--- src/rtl/dma_burst_sequencer_if.sv ---
// Command/status bundle between the DMA config registers, the burst sequencer
// and the DMA master datapath.
interface dma_burst_sequencer_if #(
  parameter int ADDR_W = 32,
  parameter int LEN_W  = 32
);
  logic              cfg_en;
  logic [ADDR_W-1:0] cfg_src;
  logic [ADDR_W-1:0] cfg_dst;
  logic [LEN_W-1:0]  cfg_len;

  // Commands use valid/ready: valid, addr and len hold steady until the
  // cycle ready is seen high with valid; the transfer happens on that edge.
  logic              rd_cmd_valid;
  logic              rd_cmd_ready;
  logic [ADDR_W-1:0] rd_cmd_addr;
  logic [3:0]        rd_cmd_len;
  logic              rd_done;

  logic              wr_cmd_valid;
  logic              wr_cmd_ready;
  logic [ADDR_W-1:0] wr_cmd_addr;
  logic [3:0]        wr_cmd_len;
  logic              wr_done;
  logic              wr_resp_err;

  logic              busy;
  logic              dma_interrupt;
  logic              err;
  logic [2:0]        dbg_state;

  modport master (
    input  cfg_en, cfg_src, cfg_dst, cfg_len,
    input  rd_cmd_ready, rd_done, wr_cmd_ready, wr_done, wr_resp_err,
    output rd_cmd_valid, rd_cmd_addr, rd_cmd_len,
    output wr_cmd_valid, wr_cmd_addr, wr_cmd_len,
    output busy, dma_interrupt, err, dbg_state
  );

  modport slave (
    output cfg_en, cfg_src, cfg_dst, cfg_len,
    output rd_cmd_ready, rd_done, wr_cmd_ready, wr_done, wr_resp_err,
    input  rd_cmd_valid, rd_cmd_addr, rd_cmd_len,
    input  wr_cmd_valid, wr_cmd_addr, wr_cmd_len,
    input  busy, dma_interrupt, err, dbg_state
  );
endinterface

--- src/rtl/dma_burst_sequencer.sv ---
// Splits a word-count memory copy into read-then-write bursts of at most
// MAX_BURST beats that never cross a 4 KB page on source or destination.
module dma_burst_sequencer #(
  parameter int ADDR_W    = 32,
  parameter int LEN_W     = 32,
  parameter int MAX_BURST = 16
) (
  input  logic                  clk,
  input  logic                  rst,
  dma_burst_sequencer_if.master bus
);

  typedef enum logic [2:0] {
    S_IDLE    = 3'd0,
    S_CALC    = 3'd1,
    S_RD_CMD  = 3'd2,
    S_RD_WAIT = 3'd3,
    S_WR_CMD  = 3'd4,
    S_WR_WAIT = 3'd5,
    S_DONE    = 3'd6
  } state_t;

  localparam logic [4:0] MAX_BEATS = 5'(MAX_BURST);

  state_t            r_state;
  state_t            w_next;
  logic [ADDR_W-1:0] r_src;
  logic [ADDR_W-1:0] r_dst;
  logic [LEN_W-1:0]  r_rem;
  logic [4:0]        r_beats;
  logic              r_err;

  logic [10:0]       w_src_room;
  logic [10:0]       w_dst_room;
  logic [4:0]        w_rem_cap;
  logic [4:0]        w_src_cap;
  logic [4:0]        w_dst_cap;
  logic [4:0]        w_beats;
  logic [3:0]        w_len;
  logic              w_rd_valid;
  logic              w_wr_valid;

  // Words left before the next 4 KB page, each clamped to MAX_BURST so the
  // minimum fits in five bits.
  assign w_src_room = 11'd1024 - {1'b0, r_src[11:2]};
  assign w_dst_room = 11'd1024 - {1'b0, r_dst[11:2]};
  assign w_rem_cap  = (r_rem > LEN_W'(MAX_BURST))       ? MAX_BEATS : r_rem[4:0];
  assign w_src_cap  = (w_src_room > 11'(MAX_BURST))     ? MAX_BEATS : w_src_room[4:0];
  assign w_dst_cap  = (w_dst_room > 11'(MAX_BURST))     ? MAX_BEATS : w_dst_room[4:0];

  always_comb begin
    w_beats = w_rem_cap;
    if (w_src_cap < w_beats) w_beats = w_src_cap;
    if (w_dst_cap < w_beats) w_beats = w_dst_cap;
  end

  always_ff @(posedge clk or posedge rst) begin
    if (rst) r_state <= S_IDLE;
    else     r_state <= w_next;
  end

  always_comb begin
    w_next = r_state;
    case (r_state)
      S_IDLE:    if (bus.cfg_en) w_next = (bus.cfg_len == '0) ? S_DONE : S_CALC;
      S_CALC:    w_next = S_RD_CMD;
      S_RD_CMD:  if (bus.rd_cmd_ready) w_next = S_RD_WAIT;
      S_RD_WAIT: if (bus.rd_done) w_next = S_WR_CMD;
      S_WR_CMD:  if (bus.wr_cmd_ready) w_next = S_WR_WAIT;
      S_WR_WAIT: begin
        if (bus.wr_done) begin
          if (bus.wr_resp_err)              w_next = S_DONE;
          else if (!bus.cfg_en)             w_next = S_IDLE;
          else if (r_rem == LEN_W'(r_beats)) w_next = S_DONE;
          else                              w_next = S_CALC;
        end
      end
      S_DONE:    if (!bus.cfg_en) w_next = S_IDLE;
      default:   w_next = S_IDLE;
    endcase
  end

  always_ff @(posedge clk or posedge rst) begin
    if (rst) begin
      r_src   <= '0;
      r_dst   <= '0;
      r_rem   <= '0;
      r_beats <= '0;
      r_err   <= 1'b0;
    end else begin
      if (r_state == S_IDLE && bus.cfg_en) begin
        r_src <= bus.cfg_src;
        r_dst <= bus.cfg_dst;
        r_rem <= bus.cfg_len;
        r_err <= 1'b0;
      end
      if (r_state == S_CALC) r_beats <= w_beats;
      // A clean completion with DMAEN dropped abandons the copy without advancing.
      if (r_state == S_WR_WAIT && bus.wr_done) begin
        if (bus.wr_resp_err) begin
          r_err <= 1'b1;
        end else if (bus.cfg_en) begin
          r_src <= r_src + ADDR_W'({r_beats, 2'b00});
          r_dst <= r_dst + ADDR_W'({r_beats, 2'b00});
          r_rem <= r_rem - LEN_W'(r_beats);
        end
      end
    end
  end

  // beats of 16 wraps to 4'hF, which is exactly the AXI len encoding.
  assign w_len      = r_beats[3:0] - 4'd1;
  assign w_rd_valid = (r_state == S_RD_CMD);
  assign w_wr_valid = (r_state == S_WR_CMD);

  assign bus.rd_cmd_valid  = w_rd_valid;
  assign bus.rd_cmd_addr   = w_rd_valid ? r_src : '0;
  assign bus.rd_cmd_len    = w_rd_valid ? w_len : 4'd0;
  assign bus.wr_cmd_valid  = w_wr_valid;
  assign bus.wr_cmd_addr   = w_wr_valid ? r_dst : '0;
  assign bus.wr_cmd_len    = w_wr_valid ? w_len : 4'd0;
  assign bus.busy          = (r_state != S_IDLE);
  assign bus.dma_interrupt = (r_state == S_DONE);
  assign bus.err           = r_err;
  assign bus.dbg_state     = r_state;

endmodule

--- src/flat_wrapper.sv ---
// flat-port wrapper written by rule: the top's interface ports become plain ports
module dma_burst_sequencer_flat 
#(
  parameter int ADDR_W    = 32,
  parameter int LEN_W     = 32,
  parameter int MAX_BURST = 16
)
  (clk, rst, bus_cfg_en, bus_cfg_src, bus_cfg_dst, bus_cfg_len, bus_rd_cmd_ready, bus_rd_done, bus_wr_cmd_ready, bus_wr_done, bus_wr_resp_err, bus_rd_cmd_valid, bus_rd_cmd_addr, bus_rd_cmd_len, bus_wr_cmd_valid, bus_wr_cmd_addr, bus_wr_cmd_len, bus_busy, bus_dma_interrupt, bus_err, bus_dbg_state);
  dma_burst_sequencer_if #(.ADDR_W(ADDR_W), .LEN_W(LEN_W)) bus_i ();
  input  logic clk;
  input  logic rst;
  input wire logic [$bits(bus_i.cfg_en)-1:0] bus_cfg_en;
  input wire logic [$bits(bus_i.cfg_src)-1:0] bus_cfg_src;
  input wire logic [$bits(bus_i.cfg_dst)-1:0] bus_cfg_dst;
  input wire logic [$bits(bus_i.cfg_len)-1:0] bus_cfg_len;
  input wire logic [$bits(bus_i.rd_cmd_ready)-1:0] bus_rd_cmd_ready;
  input wire logic [$bits(bus_i.rd_done)-1:0] bus_rd_done;
  input wire logic [$bits(bus_i.wr_cmd_ready)-1:0] bus_wr_cmd_ready;
  input wire logic [$bits(bus_i.wr_done)-1:0] bus_wr_done;
  input wire logic [$bits(bus_i.wr_resp_err)-1:0] bus_wr_resp_err;
  output wire logic [$bits(bus_i.rd_cmd_valid)-1:0] bus_rd_cmd_valid;
  output wire logic [$bits(bus_i.rd_cmd_addr)-1:0] bus_rd_cmd_addr;
  output wire logic [$bits(bus_i.rd_cmd_len)-1:0] bus_rd_cmd_len;
  output wire logic [$bits(bus_i.wr_cmd_valid)-1:0] bus_wr_cmd_valid;
  output wire logic [$bits(bus_i.wr_cmd_addr)-1:0] bus_wr_cmd_addr;
  output wire logic [$bits(bus_i.wr_cmd_len)-1:0] bus_wr_cmd_len;
  output wire logic [$bits(bus_i.busy)-1:0] bus_busy;
  output wire logic [$bits(bus_i.dma_interrupt)-1:0] bus_dma_interrupt;
  output wire logic [$bits(bus_i.err)-1:0] bus_err;
  output wire logic [$bits(bus_i.dbg_state)-1:0] bus_dbg_state;
  assign bus_i.cfg_en = bus_cfg_en;
  assign bus_i.cfg_src = bus_cfg_src;
  assign bus_i.cfg_dst = bus_cfg_dst;
  assign bus_i.cfg_len = bus_cfg_len;
  assign bus_i.rd_cmd_ready = bus_rd_cmd_ready;
  assign bus_i.rd_done = bus_rd_done;
  assign bus_i.wr_cmd_ready = bus_wr_cmd_ready;
  assign bus_i.wr_done = bus_wr_done;
  assign bus_i.wr_resp_err = bus_wr_resp_err;
  assign bus_rd_cmd_valid = bus_i.rd_cmd_valid;
  assign bus_rd_cmd_addr = bus_i.rd_cmd_addr;
  assign bus_rd_cmd_len = bus_i.rd_cmd_len;
  assign bus_wr_cmd_valid = bus_i.wr_cmd_valid;
  assign bus_wr_cmd_addr = bus_i.wr_cmd_addr;
  assign bus_wr_cmd_len = bus_i.wr_cmd_len;
  assign bus_busy = bus_i.busy;
  assign bus_dma_interrupt = bus_i.dma_interrupt;
  assign bus_err = bus_i.err;
  assign bus_dbg_state = bus_i.dbg_state;
  dma_burst_sequencer #(.ADDR_W(ADDR_W), .LEN_W(LEN_W), .MAX_BURST(MAX_BURST)) u_core (.clk(clk), .rst(rst), .bus(bus_i));
endmodule
--- config.mk ---
export PLATFORM = sky130hd
export DESIGN_NAME = dma_burst_sequencer_flat
export DESIGN_NICKNAME = d
export VERILOG_FILES = /design/src/rtl/dma_burst_sequencer_if.sv /design/src/rtl/dma_burst_sequencer.sv /design/src/flat_wrapper.sv
export SDC_FILE = /design/constraint.sdc
export NUM_CORES = 1
export LEC_CHECK = 0
export ABC_AREA = 1
export CAP_MARGIN = 20
export CORE_UTILIZATION = 40
export CTS_CLUSTER_DIAMETER = 150
export CTS_CLUSTER_SIZE = 16
export DETAILED_ROUTE_END_ITERATION = 10
export MAX_ROUTING_LAYER = met4
export PLACE_DENSITY = 0.69
export SLEW_MARGIN = 15
export SYNTH_ARGS = -nofsm -noshare
export SYNTH_HDL_FRONTEND = slang
export SYNTH_SLANG_ARGS = --single-unit
--- constraint.sdc ---
create_clock -name clk -period 7.32 [get_ports clk]
set_input_delay 1.098 -clock clk [delete_from_list [all_inputs] [get_ports clk]]
set_output_delay 1.098 -clock clk [all_outputs]
set_load 0.01 [all_outputs]
**Word level (Yosys, flattened, before mapping)**

Index checks and enable logic that the tools add are counted.

- Bits of input ports: 104
- Logic and storage cells: 71
- Output and inout port bits: 80
- Register bits after elaboration: 105

- Eq/ne operators: 13
- Muxes and demuxes: 35
- Magnitude comparators: 5
- Add/sub/neg operators: 6
- Reductions and logical operators: 6

Operators with widths:

| kind | count |
|---|---|
| two-way mux 32 bit | 14 |
| adder 32 x 7 -> 32 bit | 2 |
| == test 32 x 5 -> 1 bit | 1 |
| greater-than comparator 32 x 5 -> 1 bit, second input constant | 1 |
| logical NOT 32 bit | 1 |
| subtractor 32 x 5 -> 32 bit | 1 |
| two-way mux 3 bit | 10 |
| two-way mux 5 bit | 5 |
| greater-than comparator 11 x 5 -> 1 bit, second input constant | 2 |
| subtractor 11 x 10 -> 11 bit, first input constant | 2 |
| one-hot mux 3 bit (7 select lines) | 1 |
| inequality test 2 bit, second input constant | 6 |
| < comparator 5 bit | 2 |
| == test 3 bit, second input constant | 3 |
| two-way mux 4 bit | 2 |
| == test 3 x 2 -> 1 bit, second input constant | 2 |
| AND reduction 6 bit | 1 |
| subtractor 4 x 1 -> 4 bit, second input constant | 1 |
| == test 3 x 1 -> 1 bit, second input constant | 1 |
| logical NOT 3 bit | 1 |
| two-way mux 1 bit | 3 |
| nonzero test 3 bit | 1 |
| logical AND 1 bit | 2 |

**Logic depth before layout (Yosys ltp)**

Gate-level depths: netlist (run 1).

- Depth in word-level cells: 7
- Mapped depth: 25
- Gate-level depth less buffers: 25

**Worst setup path before layout (run 1)**

Ideal clock, no wire load.

- Kind: register to register
- Start point: register u_core.r_src[2]
- End point: register u_core.r_beats[0]
- Arrival time: 3782 ps
- Setup time: 118 ps
- Path buffers: 0
- Path slack: 3420 ps
- Data required time: 7202 ps
- Stages on the path, launching flop included: 24
- Clock period less this slack: 3900 ps
- Cells stage by stage: dfrtp_1 inv_2 ha_1 nand3_1 nand3b_4 nor2_1 xor2_1 nand2_1 nor2_1 nand3_1 ha_1 nand2_1 nor2_1 a211oi_4 nand2_4 nand2_1 o21ai_1 ha_1 a21oi_1 nor2_1 a211oi_1 nand3_1 nand3_1 nand2_1

- Word-level cells in the longest chain between the ends: 7

RTL lines:

| item | RTL line | RTL |
|---|---|---|
| start, declared | dma_burst_sequencer.sv:27 | `logic [ADDR_W-1:0] r_src;` |
| start signal, assigned | dma_burst_sequencer.sv:92 | `r_src <= bus.cfg_src;` |
| start signal, assigned | dma_burst_sequencer.sv:103 | `r_src <= r_src + ADDR_W'({r_beats, 2'b00});` |
| subtractor 11 x 10 -> 11 bit * | dma_burst_sequencer.sv:45 | `assign w_src_room = 11'd1024 - {1'b0, r_src[11:2]};` |
| greater-than comparator 11 x 5 -> 1 bit | dma_burst_sequencer.sv:48 | `assign w_src_cap = (w_src_room > 11'(MAX_BURST)) ? MAX_BEATS : w_src_room[4:0];` |
| two-way mux 5 bit * | dma_burst_sequencer.sv:48 |  |
| < comparator 5 bit | dma_burst_sequencer.sv:53 | `if (w_src_cap < w_beats) w_beats = w_src_cap;` |
| two-way mux 5 bit * | dma_burst_sequencer.sv:53 |  |
| < comparator 5 bit | dma_burst_sequencer.sv:54 | `if (w_dst_cap < w_beats) w_beats = w_dst_cap;` |
| two-way mux 5 bit * | dma_burst_sequencer.sv:54 |  |
| end signal, assigned | dma_burst_sequencer.sv:97 | `if (r_state == S_CALC) r_beats <= w_beats;` |
| end, declared | dma_burst_sequencer.sv:30 | `logic [4:0] r_beats;` |

Mark *: on every way between the ends. The rest lies on a longest branch, timed or not.
A chain may end at the register's enable or synchronous reset.

**Worst setup path after layout (run 1)**

- Start point: register u_core.r_src[3]
- End point: register u_core.r_beats[1]

Same word-level chain as after synthesis.

==> results of run 1 <==
## critical path: cells and delay by family (launching register included)
family / cells / cell delay, ns
buffers and inverters: 1 / 0.12
AO/OA/AOI/OAI: 4 / 1.22
adder cells (fa/ha/maj): 3 / 0.89
flip-flops: 1 / 0.40
AND/OR/NAND/NOR: 14 / 1.46
XOR/XNOR: 1 / 0.16
## metrics by stage
| stage | total power, mW | cells | hold WS, ns |
|---|---|---|---|
| 2_1_floorplan | 2.65 | 1381 | 0.504 |
| 3_3_place_gp | 3.32 | 1798 | 0.477 |
| 3_5_place_dp | 3.37 | 1798 | 0.488 |
| 4_1_cts | 3.95 | 1813 | 0.506 |
| 5_1_grt | 4.33 | 1813 | 0.533 |
| 6_report | 3.96 | 1813 | 0.513 |
## power groups by stage
stage	sequential, mW	combinational [mW]	clock, mW
3_5_place_dp	1.19	2.18	0
4_1_cts	1.18	2.19	0.586
2_1_floorplan	1.10	1.56	0
5_1_grt	1.23	2.49	0.607
3_3_place_gp	1.18	2.14	0
6_report	1.19	2.19	0.576
## cells in the mapped netlist, types with 2 or more instances
cell type	count
inv_2	25
nand3_1	85
inv_1	177
a21oi_1	77
o22ai_1	13
clkbuf_1	33
buf_1	3
buf_2	13
xnor2_1	6
xor2_1	22
nor3_1	25
nand3_2	5
a211oi_1	2
o21ai_0	100
dfrtp_1	105
nor2_1	186
a32oi_1	3
nand2_1	299
nand4_1	22
nor2_2	12
a31oi_1	12
a22oi_1	2
nor4_1	18
fa_1	3
mux2i_1	2
nor3_2	3
o21ai_1	58
nand2_4	4
nor2_4	5
o211ai_1	13
nand2_2	5
ha_1	27
o21bai_1	2
o2111ai_1	2
## worst min path at each step
stage | to | cells after the start | from
after CTS | u_core.bus.err | 2 | u_core.bus.err
after detailed placement | u_core.bus.err | 2 | u_core.bus.err
after global routing | u_core.bus.err | 2 | u_core.bus.err
after global placement | u_core.bus.err | 2 | u_core.bus.err
final | u_core.bus.err | 2 | u_core.bus.err
after floorplan | u_core.r_beats[4] | 2 | u_core.r_beats[4]
## cells in the final DEF (no fill, tap or decap), drive strengths merged
cell type / instances
clkinv: 2
buf: 8
o21bai: 2
clkdlybuf4s50: 183
dfrtp: 105
nand3: 90
o2111ai: 2
or3: 1
o21ai: 159
nor2: 203
ha: 27
nand3b: 1
xor2: 22
or2: 3
o21a: 1
fa: 3
mux2i: 2
clkbuf: 10
o22ai: 13
o211ai: 13
nor4: 18
a32oi: 3
a31oi: 12
a31o: 1
a211oi: 3
and2: 1
nand4: 22
bufinv: 3
nor3: 28
a21oi: 78
xnor2: 6
inv: 202
nand2: 308
a22oi: 2
a32o: 1
## routing by layer
metal  vias to the layer above  share of wire  GRT usage
met3                        43          0.057     0.0291
li1                       4829              -          -
met1                      4452           0.45      0.333
met4                         0          0.023     0.0778
met2                       302           0.47      0.427
met5                         -              0          -
## logic make-up after synthesis
family | after synthesis | synth area share
AOI/OAI and AO/OA | 290 | 0.180
xor gates and xnor gates | 28 | 0.0279
adders and majority gates | 30 | 0.0453
buffers and inverters | 251 | 0.109
DFF | 105 | 0.299
muxes | 2 | 0.00228
and+or+nand+nor | 675 | 0.337
## registers in the layout, indices dropped and copies added (netlist names)
| register | flops |
|---|---|
| u_core.r_rem | 32 |
| u_core.r_src | 32 |
| u_core.bus.dbg_state | 3 |
| u_core.r_beats | 5 |
| u_core.r_dst | 32 |
| u_core.bus.err | 1 |
## layout make-up
cell class	count	area share
clock buffer	10	0.0214
timing repair buffer	191	0.169
clock inverter	5	0.00929
multi-input combinational	1025	0.466
sequential	105	0.235
tap	275	0.0308
inverter	202	0.0680
==> impl_metrics.csv, run 1 <==
group,metric,value,unit
outcome,status,"finished clean",
power,swShare,0.481,
route,drcViolationCount,0,
synthesis,ys_ff_latch,105,
global_route,grt_max_degree,96,
power,clkPwrFrac,0.146,
timing,timing.fmax,230,MHz
synthesis,syn_area,8790,um2
timing,slew_violations,0,
worst_setup_path,cp_data_arrival_time,4.65,ns
layout,fillers,2136,
synthesis,synth-main-ff-cell,"dfrtp_1",
synthesis,ys_warn_count,0,
clock_network,postCtsHoldBufs,0,
worst_setup_path,critPathSlowestCell,"a211oi_1",
worst_setup_path,crit_path_start_kind,"register",
global_route,track_usage,0.259,
power,combPwrFrac,0.554,
synthesis,syn_area_per_cell,6.37,um2
worst_setup_path,r2r_cells,23,
worst_setup_path,cp_cell_sequence,"inv_2, ha_1, nand3_1, nand3b_4, nor2_1, xor2_1, nand2_1, nor2_1, nand3_1, ha_1, nand2_1, nor2_1, a211oi_4, nand2_4, o21ai_1, ha_1, a21oi_1, nor2_1, a211oi_1, nand2_4, nand2_1, nand3_1, nand2_1",
layout,diodes,0,
synthesis,synth-edff-count,0,
job,cap_violations,0,
timing,clock_skew,0.0105,ns
route,drtIter0Drc,754,
clock_network,cts-resized-gates,0,
layout,area_growth,27.2,%
route,via_per_inst,5.31,
floorplan,fp.coreArea,21300,um2
clock_network,htree_levels,3,
timing,setup_viol,0,
placement,pre_cts_slack,3.00,ns
clock_network,clk_path_buf_depth,2,
worst_setup_path,required,7.62,ns
worst_setup_path,crit_end,"u_core.r_beats[1]",
route,ant_nets,0,
placement,gp_congestion,0.958,
layout,finalInstanceArea,11200,um2
synthesis,yosysTopAreaCell,"dfrtp_1",
synthesis,yosysTopAreaCellShare,0.299,
clock_network,root_buffer,"clkbuf_16",
route,dr.pass1.iters,5,
layout,finish.utilization,0.525,
route,detail_route.wl_per_cell,15.3,um
layout,drive_gt1_frac,0.0572,
worst_setup_path,end_kind,"register",
worst_setup_path,rr_endpoint,"u_core.r_beats[1]",
power,internal-power,2.05,mW
placement,dp_hpwl,20600,um
floorplan,io-pin-count,184,
layout,final_nets,1668,
timing,min_period_over_period,0.594,
worst_setup_path,crit_path_start,"u_core.r_src[3]",
route,drt_wl_total,27800,um
synthesis,ys_top_cells_by_area,"dfrtp_1 (30%), nand2_1 (13%), nor2_1 (7.9%), inv_1 (7.6%), o21ai_0 (5.7%)",
worst_hold_path,hold_path_class,"reg2reg",
layout,multi_input_area,5220,um2
clock_network,cts_setup_buffers,0,
timing,relSlewSlack,0.337,
synthesis,async_flop_share,1.00,
power,power.switching,1.91,mW
floorplan,fp.dieH,150,um
synthesis,syn_inst,1381,
global_route,grt_pass1_vias,9047,
synthesis,syn-num-nets,1515,
worst_setup_path,reg2reg_slack,2.98,ns
route,vias,9626,
timing,period_minus_slack,4.34,ns
timing,worstMarginPinSlew,0.995,ns
timing,totalNegativeSetupSlack,0,ns
worst_setup_path,crit_path_max_fanout,9,
power,p_per_area,354,nW/um2
timing,rsz0062_at_grt,"no",
clock_network,numCtsBuffers,9,
clock_network,worstSkewPairLatency,0.36,ns
worst_setup_path,crit_type,"reg2reg",
floorplan,initial_utilization,0.413,
clock_network,cts_tree,"built",
clock_network,clk_pin_slew_worst_paths,0.08,ns
placement,post_dp_cell_area,10800,um2
synthesis,ys_types,46,
timing,setup_slack,2.98,ns
global_route,grt_pass1_wl,45000,um
floorplan,dieArea,22600,um2
global_route,antenna_found_initial,0,
floorplan,dieWidth,150,um
power,vdd_drop_max,0.146,mV
floorplan,rows,53,
power,seq_power_share,0.301,
clock_network,cts_num_sinks,105,
worst_setup_path,cpPeakStageDelay,0.65,ns
synthesis,ys_seq_area_frac,0.299,
timing,hold_viol,0,
worst_setup_path,r2r-start,"u_core.r_src[3]",
power,leakage,5.01,nW
global_route,gr-total-overflow,0,
placement,io_buffers,183,
layout,regArea,2630,um2
Note: power is estimated with default switching activity, not from simulation.
==> inputs of run 2 (changes only) <==
clock period = 4.4 ns   (was 7.32 ns; I/O delays follow)
==> impl_metrics.csv, run 2 (synthesis gave the netlist of run 1 again) <==
group,metric,value,unit
global_route,track_usage,0.262,
route,drcViolationCount,0,
route,via_per_inst,5.25,
power,combPwrFrac,0.559,
route,drt_wl_total,28200,um
route,vias,9558,
timing,hold_viol,0,
clock_network,clk_pin_slew_worst_paths,0.07,ns
clock_network,numCtsBuffers,9,
floorplan,dieArea,22600,um2
placement,gp_congestion,0.911,
worst_setup_path,crit_path_start_kind,"register",
timing,setup_slack,0.453,ns
floorplan,dieWidth,150,um
layout,layout_commonest_cell,"nand2_1",
global_route,grt_pass1_wl,45500,um
outcome,status,"finished clean",
timing,min_period_over_period,0.897,
worst_hold_path,hold_path_class,"reg2reg",
route,drtIter0Drc,620,
global_route,grt_pass1_vias,9196,
power,swShare,0.491,
job,cap_violations,0,
power,clkPwrFrac,0.136,
global_route,antenna_found_initial,1,
timing,setup_viol,0,
power,internal-power,3.33,mW
clock_network,worstSkewPairLatency,0.36,ns
power,vdd_drop_max,0.257,mV
timing,rsz0062_at_grt,"no",
worst_setup_path,cpPeakStageDelay,0.43,ns
worst_setup_path,critPathSlowestCell,"dfrtp_1",
global_route,grt_max_degree,95,
floorplan,io-pin-count,184,
placement,pre_cts_slack,0.452,ns
clock_network,postCtsHoldBufs,0,
clock_network,root_buffer,"clkbuf_16",
floorplan,fp.coreArea,21300,um2
layout,final_nets,1672,
layout,drive_gt1_frac,0.0609,
worst_setup_path,worst-path-buf-inv,2,
clock_network,cts_tree,"built",
timing,clock_skew,0.0131,ns
layout,area_growth,27.4,%
layout,finish.utilization,0.526,
worst_setup_path,required,4.70,ns
worst_setup_path,cp_cell_sequence,"inv_2, ha_2, nand3_1, nand3b_4, nor2_1, xor2_1, nand2_1, nor2_1, nand3_1, ha_1, nand2_1, nor2_1, a211oi_4, nand2_4, o21ai_1, ha_1, a21oi_1, nor2_1, a211oi_1, buf_4, nand2_4, nand2_1, nand3_1, nand2_1",
power,power.switching,3.21,mW
clock_network,clk_path_buf_depth,2,
placement,dp_hpwl,21100,um
route,ant_nets,0,
floorplan,rows,53,
power,seq_power_share,0.305,
timing,relSlewSlack,0.314,
worst_setup_path,crit_type,"reg2reg",
layout,fillers,2142,
layout,final_cell_mix,"nand2_1 (299), nor2_1 (186), clkdlybuf4s50_1 (183), inv_1 (176), dfrtp_1 (105)",
route,detail_route.wl_per_cell,15.5,um
global_route,gr-total-overflow,0,
power,leakage,5.02,nW
clock_network,cts_num_sinks,105,
worst_setup_path,crit_path_max_fanout,9,
layout,reg.largest.list,"u_core.r_dst: 32 flops, u_core.r_rem: 32 flops, u_core.r_src: 32 flops",
placement,io_buffers,183,
timing,period_minus_slack,3.95,ns
timing,timing.fmax,253,MHz
worst_setup_path,cp_data_arrival_time,4.24,ns
worst_setup_path,end_kind,"register",
timing,totalNegativeSetupSlack,0,ns
floorplan,fp.dieH,150,um
timing,slew_violations,0,
floorplan,initial_utilization,0.413,
worst_setup_path,path_delay_family,"simple AND/OR/NAND/NOR gates",
power,p_per_area,583,nW/um2
route,dr.pass1.iters,5,
timing,worstMarginPinSlew,1.03,ns
clock_network,htree_levels,3,
[run 2: final timing paths]
check                                      from                end  slack, ns  depth (start not counted)
worst max-delay path            u_core.r_src[2]  u_core.r_beats[2]       0.45                         24
worst min-delay path             u_core.bus.err     u_core.bus.err       0.51                          2
worst max register to register  u_core.r_src[2]  u_core.r_beats[2]       0.45                         24
worst min register to register   u_core.bus.err     u_core.bus.err       0.51                          2
max in group asynchronous                   rst   u_core.r_dst[18]       2.79                          3
min in group asynchronous                   rst    u_core.r_rem[7]       0.71                          2
[run 2: stage by stage]
| stage | instance area, um2 | instances | power (mW) | hold slack (ns) |
|---|---|---|---|---|
| after floorplan | 8790 | 1381 | 4.42 | 0.504 |
| after detailed placement | 10900 | 1802 | 5.63 | 0.508 |
| after global placement | 10900 | 1802 | 5.55 | 0.471 |
| after global routing | 11200 | 1819 | 7.15 | 0.559 |
| after CTS | 11200 | 1818 | 6.53 | 0.526 |
| final | 11200 | 1819 | 6.53 | 0.511 |
[run 2: tightest hold or removal path, delay by kind of cell (launching register included)]
family	cells	cell delay, ns
compound gates	1	0.07
flops	1	0.35
simple gates	1	0.05
[run 2: metal layers]
layer | track usage | wire length, um | vias to the layer above
met2 | 0.439 | 13500 | 259
met4 | 0.0773 | 575 | 0
met3 | 0.0224 | 1450 | 42
met5 | - | 0 | -
met1 | 0.337 | 12700 | 4423
li1 | - | - | 4834
[run 2: cell type report]
type,instances,area [um2],share of cell area
well taps,275,344,0.0307
flip-flops and latches,105,2630,0.235
inverters,202,761,0.0679
clock buffers,10,239,0.0213
diodes,1,2.50,0.000223
repair buffers,195,1930,0.173
clock inverters,6,72.6,0.00648
multi-input cells,1025,5220,0.466
[run 2: power by group through the flow]
stage                     clock (mW)  sequential, mW  combinational (mW)
after global routing           0.923            2.06                4.17
after floorplan                    0            1.82                2.59
after CTS                      0.897            1.98                3.66
after global placement             0            1.98                3.58
final                          0.887            1.99                3.65
after detailed placement           0            2.00                3.64
[run 2: timing repair]
item / 4_1_cts / 5_1_grt
resized for setup: 0 / 2
setup buffers: 0 / 0
setup endpoints to repair: 0 / 5
